## src/rtl/mux8_arb_pkg.sv

```systemverilog
// Shared types for the 8-way round-robin arbiter in front of the 8:1 mux datapath.
package mux8_arb_pkg;

  localparam int unsigned NREQ  = 8;
  localparam int unsigned SEL_W = 3;

  typedef logic [SEL_W-1:0] sel_t;

  typedef enum logic {
    ARB_IDLE,
    ARB_HOLD
  } arb_state_e;

endpackage

```

## src/rtl/rr_pick8.sv

```systemverilog
// Combinational 8-way picker: scans req upward from start (wrapping 7->0), first set bit wins.
module rr_pick8
  import mux8_arb_pkg::*;
(
  input  logic [NREQ-1:0] req,
  input  sel_t            start,
  output logic            any,
  output sel_t            win
);

  sel_t idx;

  always_comb begin
    any = 1'b0;
    win = '0;
    idx = '0;
    for (int unsigned i = 0; i < NREQ; i++) begin
      idx = start + sel_t'(i);
      if (!any && req[idx]) begin
        any = 1'b1;
        win = idx;
      end
    end
  end

endmodule

```

## src/rtl/mux8_rr_arbiter.sv

```systemverilog
// Round-robin scheduler sharing one 8:1 data path; registered sel/data with valid/ready.
// MUX8_ARB_FIXED_PRIO_EN: fixed priority (scan from 0, ptr held at 0).
module mux8_rr_arbiter #(
  parameter int unsigned NREQ = 8,
  parameter int unsigned DW   = 8
) (
  input  logic                 clk,
  input  logic                 rst,
  input  logic [NREQ-1:0]      req,
  input  logic [NREQ*DW-1:0]   d,
  output logic [NREQ-1:0]      ack,
  output logic [2:0]           sel,
  output logic [DW-1:0]        out_data,
  output logic                 out_valid,
  input  logic                 out_ready,
  output logic [2:0]           ptr
);

  import mux8_arb_pkg::*;

  arb_state_e       state_q, state_d;
  sel_t             sel_q, sel_d;
  sel_t             ptr_q, ptr_d;
  logic [DW-1:0]    data_q, data_d;

  logic             hold;
  logic             hs;
  sel_t             sel_inc;
  sel_t             start;
  logic [NREQ-1:0]  sel_oh;
  logic [NREQ-1:0]  pick_req;
  logic             any;
  sel_t             win;

  assign hold    = (state_q == ARB_HOLD);
  assign hs      = hold & out_ready;
  assign sel_inc = sel_q + sel_t'(1);

  always_comb begin
    sel_oh        = '0;
    sel_oh[sel_q] = 1'b1;
  end

  // In HOLD the picker only matters on a handshake: the current winner is
  // masked out and the scan restarts just past it, giving back-to-back grants.
`ifdef MUX8_ARB_FIXED_PRIO_EN
  assign start = '0;
`else
  assign start = hold ? sel_inc : ptr_q;
`endif
  assign pick_req = hold ? (req & ~sel_oh) : req;

  rr_pick8 u_pick (
    .req   (pick_req),
    .start (start),
    .any   (any),
    .win   (win)
  );

  always_comb begin
    state_d = state_q;
    sel_d   = sel_q;
    ptr_d   = ptr_q;
    data_d  = data_q;
    case (state_q)
      ARB_IDLE: begin
        if (any) begin
          sel_d   = win;
          data_d  = d[int'(win)*DW +: DW];
          state_d = ARB_HOLD;
        end
      end
      ARB_HOLD: begin
        if (out_ready) begin
`ifndef MUX8_ARB_FIXED_PRIO_EN
          ptr_d = sel_inc;
`endif
          if (any) begin
            sel_d  = win;
            data_d = d[int'(win)*DW +: DW];
          end else begin
            state_d = ARB_IDLE;
          end
        end
      end
      default: state_d = ARB_IDLE;
    endcase
  end

  always_ff @(posedge clk) begin
    if (rst) begin
      state_q <= ARB_IDLE;
      sel_q   <= '0;
      ptr_q   <= '0;
      data_q  <= '0;
    end else begin
      state_q <= state_d;
      sel_q   <= sel_d;
      ptr_q   <= ptr_d;
      data_q  <= data_d;
    end
  end

  assign ack       = hs ? sel_oh : '0;
  assign sel       = sel_q;
  assign out_data  = data_q;
  assign out_valid = hold;
  assign ptr       = ptr_q;

endmodule

```

## config.mk

```make
export PLATFORM = sky130hd
export DESIGN_NAME = mux8_rr_arbiter
export DESIGN_NICKNAME = d
export VERILOG_FILES = /design/src/rtl/mux8_arb_pkg.sv /design/src/rtl/rr_pick8.sv /design/src/rtl/mux8_rr_arbiter.sv
export SDC_FILE = /design/constraint.sdc
export NUM_CORES = 1
export LEC_CHECK = 0
export CAP_MARGIN = 25
export CORE_ASPECT_RATIO = 0.7
export CORE_MARGIN = 4
export CORE_UTILIZATION = 47
export CTS_BUF_LIST = sky130_fd_sc_hd__clkbuf_4 sky130_fd_sc_hd__clkbuf_8
export CTS_CLUSTER_SIZE = 12
export DETAILED_ROUTE_END_ITERATION = 6
export MAX_ROUTING_LAYER = met4
export PLACE_DENSITY = 0.88
export SYNTH_ARGS = -nofsm -noshare
export SYNTH_HDL_FRONTEND = slang
export SYNTH_SLANG_ARGS = --single-unit
```

## constraint.sdc

```tcl
create_clock -name clk -period 8.18 [get_ports clk]
set_clock_uncertainty 0.05 [all_clocks]
set_input_delay 2.454 -clock clk [delete_from_list [all_inputs] [get_ports clk]]
set_output_delay 2.454 -clock clk [all_outputs]
set_load 0.01 [all_outputs]
```

==> metrics.cfg, run 1 <==
[die]
placementRows = 20
die_h_um = 65.47
fp.coreArea_sq_mm = 0.004454
io_pins = 98
die_w_um = 90.09
fp.dieArea_sq_mm = 0.005898
start_util_pct = 49.78

[pwr]
irDropWorstVdd_v = 0.0002038
power_mw = 1.181
powerDensity_mw_per_mm2 = 367.7
p_leak_nw = 1.240

[setup_path]
start_kind = input pin
required_ps = 5680
worstReg2RegStart = sel[0]
crit_type = input pin to output pin
crit_top_cell = clkdlybuf4s50_1
cp_slowest_cell = clkdlybuf4s50_1
critPathMaxStageDelay_ps = 560
cp_max_fo = 6
r2r_cells = 14
cp-end-kind = output pin
worstPathCellList = clkdlybuf4s50_1, and2_1, nand2_1, nor3_1, clkdlybuf4s50_1
cp-startpoint = out_ready
worstPathArrival_ps = 4060

[timing]
rsz0062_at_grt = false
finalCritPeriodShare_pct = 80.28
hold_viol_final = 0
worstMarginPinSlew_ps = 1061
fin_crit_ps = 6567
max_freq_mhz = 152.3
maxSlewHeadroom_pct = 29.29
tns_ps = 0
holdWs_ps = 504.2
drv_slew = 0
setup_ws_ps = 1613
setup_viol = 0

[finish]
nets = 446
area_delta_synth_final_pct = 44.86
drive_above_1_share_pct = 9.537
n_antenna_cell = 0
final_util_pct = 72.11

[grt]
grt_max_degree = 20
first_global_vias = 2592
grt_pass1_wl_um = 11870
track_usage_pct = 24.98
grt.overflow.total = 0
antenna_found_initial = 0

[synth]
ys.warnings.count = 0
yosysTopAreaCell = mux2i_1
synthFlopType = dfxtp_1
yosys-top-cells-area = mux2i_1, dfxtp_1, mux2_2
syn_nets = 359
synth_top_area_share_pct = 14.00
ys_ff_latch = 15
synth-edff-count = 0
avgSynthCellArea_sq_um = 7.890
synthesis.area_sq_mm = 0.002217
ys_types = 59
synthCells = 281
async_flop_share_pct = 0
yosysSeqAreaShare_pct = 13.54

[hold_path]
min_from = out_data[7]
min_path_cells = 3
hp-class = flip-flop to flip-flop

[cts]
clk_latency_ps = 250
htree_levels = 1
root_buffer = clkbuf_8
cts_tree = done
cts_buffers = 3
postCtsResizedCells = 0
ctsLongestPathBuffers = 2
postCtsSetupBuffers = 0
clk_pin_slew_ps = 60
clock-sinks = 15
holdBufCountCts = 0

[outcome]
outcome = complete, no violations

[placed_design]
io_buffers = 97
dpl.hpwl_um = 5822
pre_cts_slack_ps = 1620
gp_congestion = 0.9665

[detailed_routing]
ant_nets = 0
drtIter0Drc = 190
vias_per_cell = 6.232
dr.pass1.iters = 5
wl_per_cell_um = 17.30
wl_um = 7299
post-route-drc-count = 0
vias = 2630

[job]
maxCapViolations = 0

==> routing by layer <==
layer	vias up	track usage (%)	routed length (um)
li1	1244	-	-
met1	1216	31.33	3040
met3	6	5.492	833
met2	164	42.51	3370
met5	-	-	0
met4	0	4.008	55
==> cell type report <==
| type | instances | area (sq um) |
|---|---|---|
| multi-input combinational | 247 | 1799 |
| fill | 337 | 1242 |
| timing repair buffer | 98 | 978.4 |
| sequential | 15 | 300.3 |
| tap | 55 | 68.82 |
| clock buffer | 4 | 48.80 |
| inverter | 3 | 16.27 |
==> critical path, delay by kind of cell <==
| kind | cells | cell delay [ps] |
|---|---|---|
| buffers and inverters | 2 | 1050 |
| AND/OR/NAND/NOR | 3 | 550 |
==> synth_stat cells (2+ instances only) <==
library cell	count
a211o_1	8
a211oi_1	4
a21oi_1	12
a22o_1	2
a22oi_1	3
a311o_1	3
a32o_1	2
and2_1	6
buf_6	6
clkbuf_1	9
dfxtp_1	15
ha_1	3
inv_1	2
mux2_2	12
mux2i_1	31
mux4_2	2
nand2_1	32
nand2b_1	6
nand3_1	5
nand3b_1	4
nand4_1	3
nor2_1	24
nor2b_1	5
nor3_1	7
o211ai_1	4
o21a_1	3
o21ai_0	16
o21ba_2	2
o21bai_1	2
o221ai_2	2
o22ai_1	13
or2_1	2
xnor2_1	4
xor2_1	2
==> worst paths after layout <==
check | end | slack [ps]
max | ack[2] | 1610
min | out_data[7] | 500
max reg2reg | out_data[1] | 2930
min reg2reg | out_data[7] | 500
==> power breakdown <==
group / leakage [nW] / internal [mW] / total (mW) / switching [mW]
sequential: 0.124 / 0.0985 / 0.129 / 0.0308
combinational: 1.09 / 0.452 / 0.988 / 0.535
clock: 0.0262 / 0.0378 / 0.0639 / 0.0261
==> per-stage QoR <==
step	cell area [sq um]	cells
2_1_floorplan	2217	281
3_3_place_gp	3163	418
3_5_place_dp	3163	418
4_1_cts	3212	422
5_1_grt	3212	422
6_report	3212	422
==> sequential cells by signal, indices dropped and copies added, names as in the netlist <==
name and cells:
out_data 8, sel 3, out_valid 1, ptr 3
==> logic make-up after synthesis <==
group	count (synthesis)	synth area share (%)
multiplexers	45	22.12
buffers and inverters	19	5.474
flip-flops	15	13.54
XOR/XNOR	6	2.370
AO/OA/AOI/OAI	91	30.25
adder cells (fa/ha/maj)	3	1.693
AND/OR/NAND/NOR	102	24.55
==> layout by cell type (no fill, tap or decap), drive strengths merged, types with 3 or more instances in the layout <==
cell | Yosys | layout
dfxtp | 15 | 15
o22ai | 13 | 13
nand2b | 7 | 7
xnor2 | 4 | 4
or2 | 3 | 3
o21ai | 17 | 17
clkbuf | 9 | 4
mux2 | 12 | 12
nand3b | 5 | 5
clkdlybuf4s50 | 0 | 97
and2 | 6 | 6
inv | 3 | 3
nand4 | 3 | 3
ha | 3 | 3
a211o | 8 | 8
mux2i | 31 | 31
o221ai | 3 | 3
nor2b | 5 | 5
nand2 | 34 | 34
nor2 | 24 | 24
a311o | 3 | 3
nor3 | 7 | 7
nand3 | 6 | 6
a21oi | 12 | 12
a22oi | 3 | 3
o21a | 3 | 3
o211ai | 4 | 4
a211oi | 4 | 4
(Power assumes the default switching activity.)
==> run 2, diff against run 1 <==
--- a/config.mk
+++ b/config.mk
@@ -8,12 +8,12 @@
 export CAP_MARGIN = 25
 export CORE_ASPECT_RATIO = 0.7
 export CORE_MARGIN = 4
-export CORE_UTILIZATION = 47
+export CORE_UTILIZATION = 44
 export CTS_BUF_LIST = sky130_fd_sc_hd__clkbuf_4 sky130_fd_sc_hd__clkbuf_8
 export CTS_CLUSTER_SIZE = 12
 export DETAILED_ROUTE_END_ITERATION = 6
 export MAX_ROUTING_LAYER = met4
-export PLACE_DENSITY = 0.88
+export PLACE_DENSITY = 0.84
 export SYNTH_ARGS = -nofsm -noshare
 export SYNTH_HDL_FRONTEND = slang
 export SYNTH_SLANG_ARGS = --single-unit
==> constraint.sdc (replaced) <==
create_clock -name clk -period 6.75 [get_ports clk]
set_clock_uncertainty 0.05 [all_clocks]
set_input_delay 2.025 -clock clk [delete_from_list [all_inputs] [get_ports clk]]
set_output_delay 2.025 -clock clk [all_outputs]
set_load 0.01 [all_outputs]
==> run 2 against run 1 <==
Effect of this change:
- clock power is 25% higher
- die area is 6.1% higher
- worst setup slack worse by 580 ps
- non-clock buffer count stayed put
- sequential power is 22% higher
- via count is 0.49% lower
- critical path depth stayed put
- routed wire length is 1.9% lower
- total power is 21% higher
==> metrics.cfg, run 2 (synthesis results as in run 1) <==
[die]
start_util_pct = 45.86
fp.coreArea_sq_mm = 0.004835
die_w_um = 92.85
io_pins = 98
die_h_um = 67.39
fp.dieArea_sq_mm = 0.006257
placementRows = 21

[setup_path]
start_kind = input pin
required_ps = 4680
cp_max_fo = 6
r2r_cells = 14
worstPathArrival_ps = 3640
crit_type = input pin to output pin
cp-end-kind = output pin

[hold_path]
hp-class = flip-flop to flip-flop
min_path_cells = 2

[finish]
nFillCells = 426
largest_reg_flops = 8
final_cell_mix = clkdlybuf4s50_1, nand2_1, mux2i_1
seq_area_sq_um = 300.3
drive_above_1_share_pct = 9.537
final_area_sq_mm = 0.003229
final_cells = 436
area_delta_synth_final_pct = 45.65
nets = 446
final_util_pct = 66.80
multi_input_area_sq_mm = 0.001799
layout_commonest_cell = clkdlybuf4s50_1
n_antenna_cell = 0

[outcome]
outcome = complete, no violations

[timing]
setup_viol = 0
worstMarginPinSlew_ps = 1004
drv_slew = 0
maxSlewHeadroom_pct = 33.07
rsz0062_at_grt = false
fin_crit_ps = 5717
finalCritPeriodShare_pct = 84.70
max_freq_mhz = 174.9
hold_viol_final = 0
tns_ps = 0

[placed_design]
gp_congestion = 1.020
io_buffers = 97
dpl.hpwl_um = 5837
placed_area_sq_mm = 0.003181
placed_cells = 432

[cts]
clk_latency_ps = 250
cts_tree = done
clk_pin_slew_ps = 60
clock-sinks = 15
ctsLongestPathBuffers = 2
root_buffer = clkbuf_8
postCtsSetupBuffers = 0
cts_buffers = 3
holdBufCountCts = 0
postCtsResizedCells = 0
htree_levels = 1

[grt]
grt_pass1_wl_um = 11550
first_global_vias = 2529
grt_max_degree = 20
track_usage_pct = 23.71
grt.overflow.total = 0
antenna_found_initial = 0

[pwr]
p_leak_nw = 1.240
irDropWorstVdd_v = 0.0002027
powerDensity_mw_per_mm2 = 443.3

[job]
maxCapViolations = 0

[detailed_routing]
vias_per_cell = 6.002
dr.pass1.iters = 5
drtIter0Drc = 202
ant_nets = 0
wl_um = 7157
wl_per_cell_um = 16.42
vias = 2617
post-route-drc-count = 0

-- run 2: through the flow --
step	setup slack, ps	power (mW)	hold WS (ps)
2_1_floorplan	1941	1.099	500.5
3_3_place_gp	1079	1.316	479.2
3_5_place_dp	1032	1.339	486.6
4_1_cts	1028	1.422	496.8
5_1_grt	896.8	1.545	540.8
6_report	1033	1.432	498.1
-- run 2: worst paths after layout --
check	startpoint	endpoint	slack (ps)
worst min-delay path	ptr[0]	ptr[0]	500
worst max register to register	sel[0]	out_data[5]	1420
worst max-delay path	out_ready	ack[2]	1030
worst min register to register	ptr[0]	ptr[0]	500
-- run 2: where the power goes --
group / internal (mW) / leakage, nW / switching, mW
Clock: 0.0459 / 0.0262 / 0.0340
Sequential: 0.119 / 0.124 / 0.0377
Combinational: 0.549 / 1.09 / 0.646
-- run 2: final cells by class --
type / instances / share of cell area (%)
clock buffer: 4 / 1.511
tap: 69 / 2.673
timing repair buffer: 98 / 30.30
sequential: 15 / 9.299
inverter: 3 / 0.5037
multi-input combinational: 247 / 55.71
-- run 2: worst max-delay path: stages --
cell and delay [ps]:
clkdlybuf4s50_1 490, and2_1 250, nand2_1 140, nor3_1 170
clkdlybuf4s50_1 570
-- run 2: layer usage --
layer / track usage [%] / up-vias / routed length (um)
li1: - / 1249 / -
met1: 29.29 / 1182 / 3161
met4: 6.581 / 0 / 106
met3: 6.236 / 12 / 852
met5: - / - / 0
met2: 38.65 / 174 / 3037
==> run 3, diff against run 2 <==
==> constraint.sdc (replaced) <==
create_clock -name clk -period 5.5 [get_ports clk]
set_clock_uncertainty 0.05 [all_clocks]
set_input_delay 1.65 -clock clk [delete_from_list [all_inputs] [get_ports clk]]
set_output_delay 1.65 -clock clk [all_outputs]
set_load 0.01 [all_outputs]
==> run 3 against run 2 <==
Effect of this change:
- worst setup slack lost 540 ps
- register-to-register slack lost 800 ps
- clock power grew 23%
- cell count grew 1.1%
- worst hold slack is essentially flat
- critical path depth is the same
- global-route usage grew 0.39 points
- via count grew 1.3%
- highest routed layer unchanged
- die area is the same
- design area grew 1.2%
- routed wire length grew 3.4%
- sequential share of layout area shrank 0.11 points
==> metrics.cfg, run 3 (synthesis results as in run 1) <==
[finish]
seq_area_sq_um = 300.3
layout_commonest_cell = clkdlybuf4s50_1
drive_above_1_share_pct = 10.75
area_delta_synth_final_pct = 47.35
final_area_sq_mm = 0.003267
largest_reg_flops = 8
final_cell_mix = clkdlybuf4s50_1, nand2_1, mux2i_1
final_cells = 441
n_antenna_cell = 0
nets = 451
multi_input_area_sq_mm = 0.001799
nFillCells = 426

[placed_design]
placed_cells = 437
gp_congestion = 0.9692
placed_area_sq_mm = 0.003218
io_buffers = 97
dpl.hpwl_um = 6127

[grt]
track_usage_pct = 24.10
grt_pass1_wl_um = 11760
first_global_vias = 2528
antenna_found_initial = 0
grt_max_degree = 20
grt.overflow.total = 0

[timing]
fin_crit_ps = 5008
setup_viol = 0
finalCritPeriodShare_pct = 91.06
maxSlewHeadroom_pct = 58.35
hold_viol_final = 0
holdWs_ps = 498.4
worstMarginPinSlew_ps = 623.9
max_freq_mhz = 199.7
tns_ps = 0
rsz0062_at_grt = false
drv_slew = 0

[cts]
root_buffer = clkbuf_8
cts_buffers = 3
htree_levels = 1
clk_pin_slew_ps = 70
cts_tree = done
postCtsSetupBuffers = 0
clock-sinks = 15
ctsLongestPathBuffers = 2
clk_latency_ps = 260
holdBufCountCts = 0
postCtsResizedCells = 0

[die]
io_pins = 98
start_util_pct = 45.86
die_h_um = 67.39
die_w_um = 92.85
fp.coreArea_sq_mm = 0.004835
fp.dieArea_sq_mm = 0.006257
placementRows = 21

[job]
maxCapViolations = 0

[setup_path]
start_kind = input pin
cp-end-kind = output pin
critPathMaxStageDelay_ps = 560
worstPathCellList = clkdlybuf4s50_1, and2_1, nand2_1, nor3_1, clkdlybuf4s50_1
worstPathArrival_ps = 3310
cp_max_fo = 6
cp_slowest_cell = clkdlybuf4s50_1
crit_top_cell = clkdlybuf4s50_1
crit_type = input pin to output pin
required_ps = 3800

[detailed_routing]
ant_nets = 0
wl_per_cell_um = 16.78
post-route-drc-count = 0
dr.pass1.iters = 5
vias = 2651
vias_per_cell = 6.011
drtIter0Drc = 182
wl_um = 7402

[hold_path]
hp-class = flip-flop to flip-flop

[outcome]
outcome = complete, no violations

[pwr]
irDropWorstVdd_v = 0.0002797
p_leak_nw = 1.265
powerDensity_mw_per_mm2 = 548.9

[run 3: changes by cell type in the layout (fill, tap and decap cells not counted)]
| cell | before | now |
|---|---|---|
| buf_4 | 1 | 6 |
[run 3: through the flow]
stage | setup slack (ps) | utilization (%) | total power, mW
floorplan | 1263 | - | 1.349
global placement | 485.4 | 66.56 | 1.644
detailed placement | 346.0 | 66.56 | 1.676
CTS | 490.5 | 67.57 | 1.776
global route | 280.0 | 67.57 | 1.927
finish | 491.9 | 67.57 | 1.793
[run 3: worst max-delay path: cells and delay by family]
kind / cells / cell delay [ps]
simple gates: 3 / 580
buf+inv: 2 / 1090
[run 3: cell type report]
class	instances	share of cell area (%)
Clock buffer	4	1.494
Inverter	3	0.4979
Multi-Input combinational cell	247	55.07
Sequential cell	15	9.192
Tap cell	69	2.643
Timing Repair Buffer	103	31.10
[run 3: routing by layer]
layer	vias up	track usage, %	share of wire [%]
met5	-	-	0
met4	0	5.302	1.6
met3	15	6.013	11
met2	163	39.73	44
met1	1213	30.15	43
li1	1260	-	-
[run 3: worst paths after layout]
kind / slack [ps] / from / cells after the start / endpoint
hold / removal: 500 / out_data[5] / 3 / out_data[5]
setup / recovery: 490 / out_ready / 5 / ack[2]
hold reg to reg: 500 / out_data[5] / 3 / out_data[5]
setup reg to reg: 620 / out_valid / 13 / out_data[4]
[run 3: where the power goes]
group / internal, mW / switching, mW / leakage (nW)
Sequential: 0.146 / 0.0378 / 0.124
Clock: 0.0564 / 0.0422 / 0.0262
Combinational: 0.702 / 0.809 / 1.12
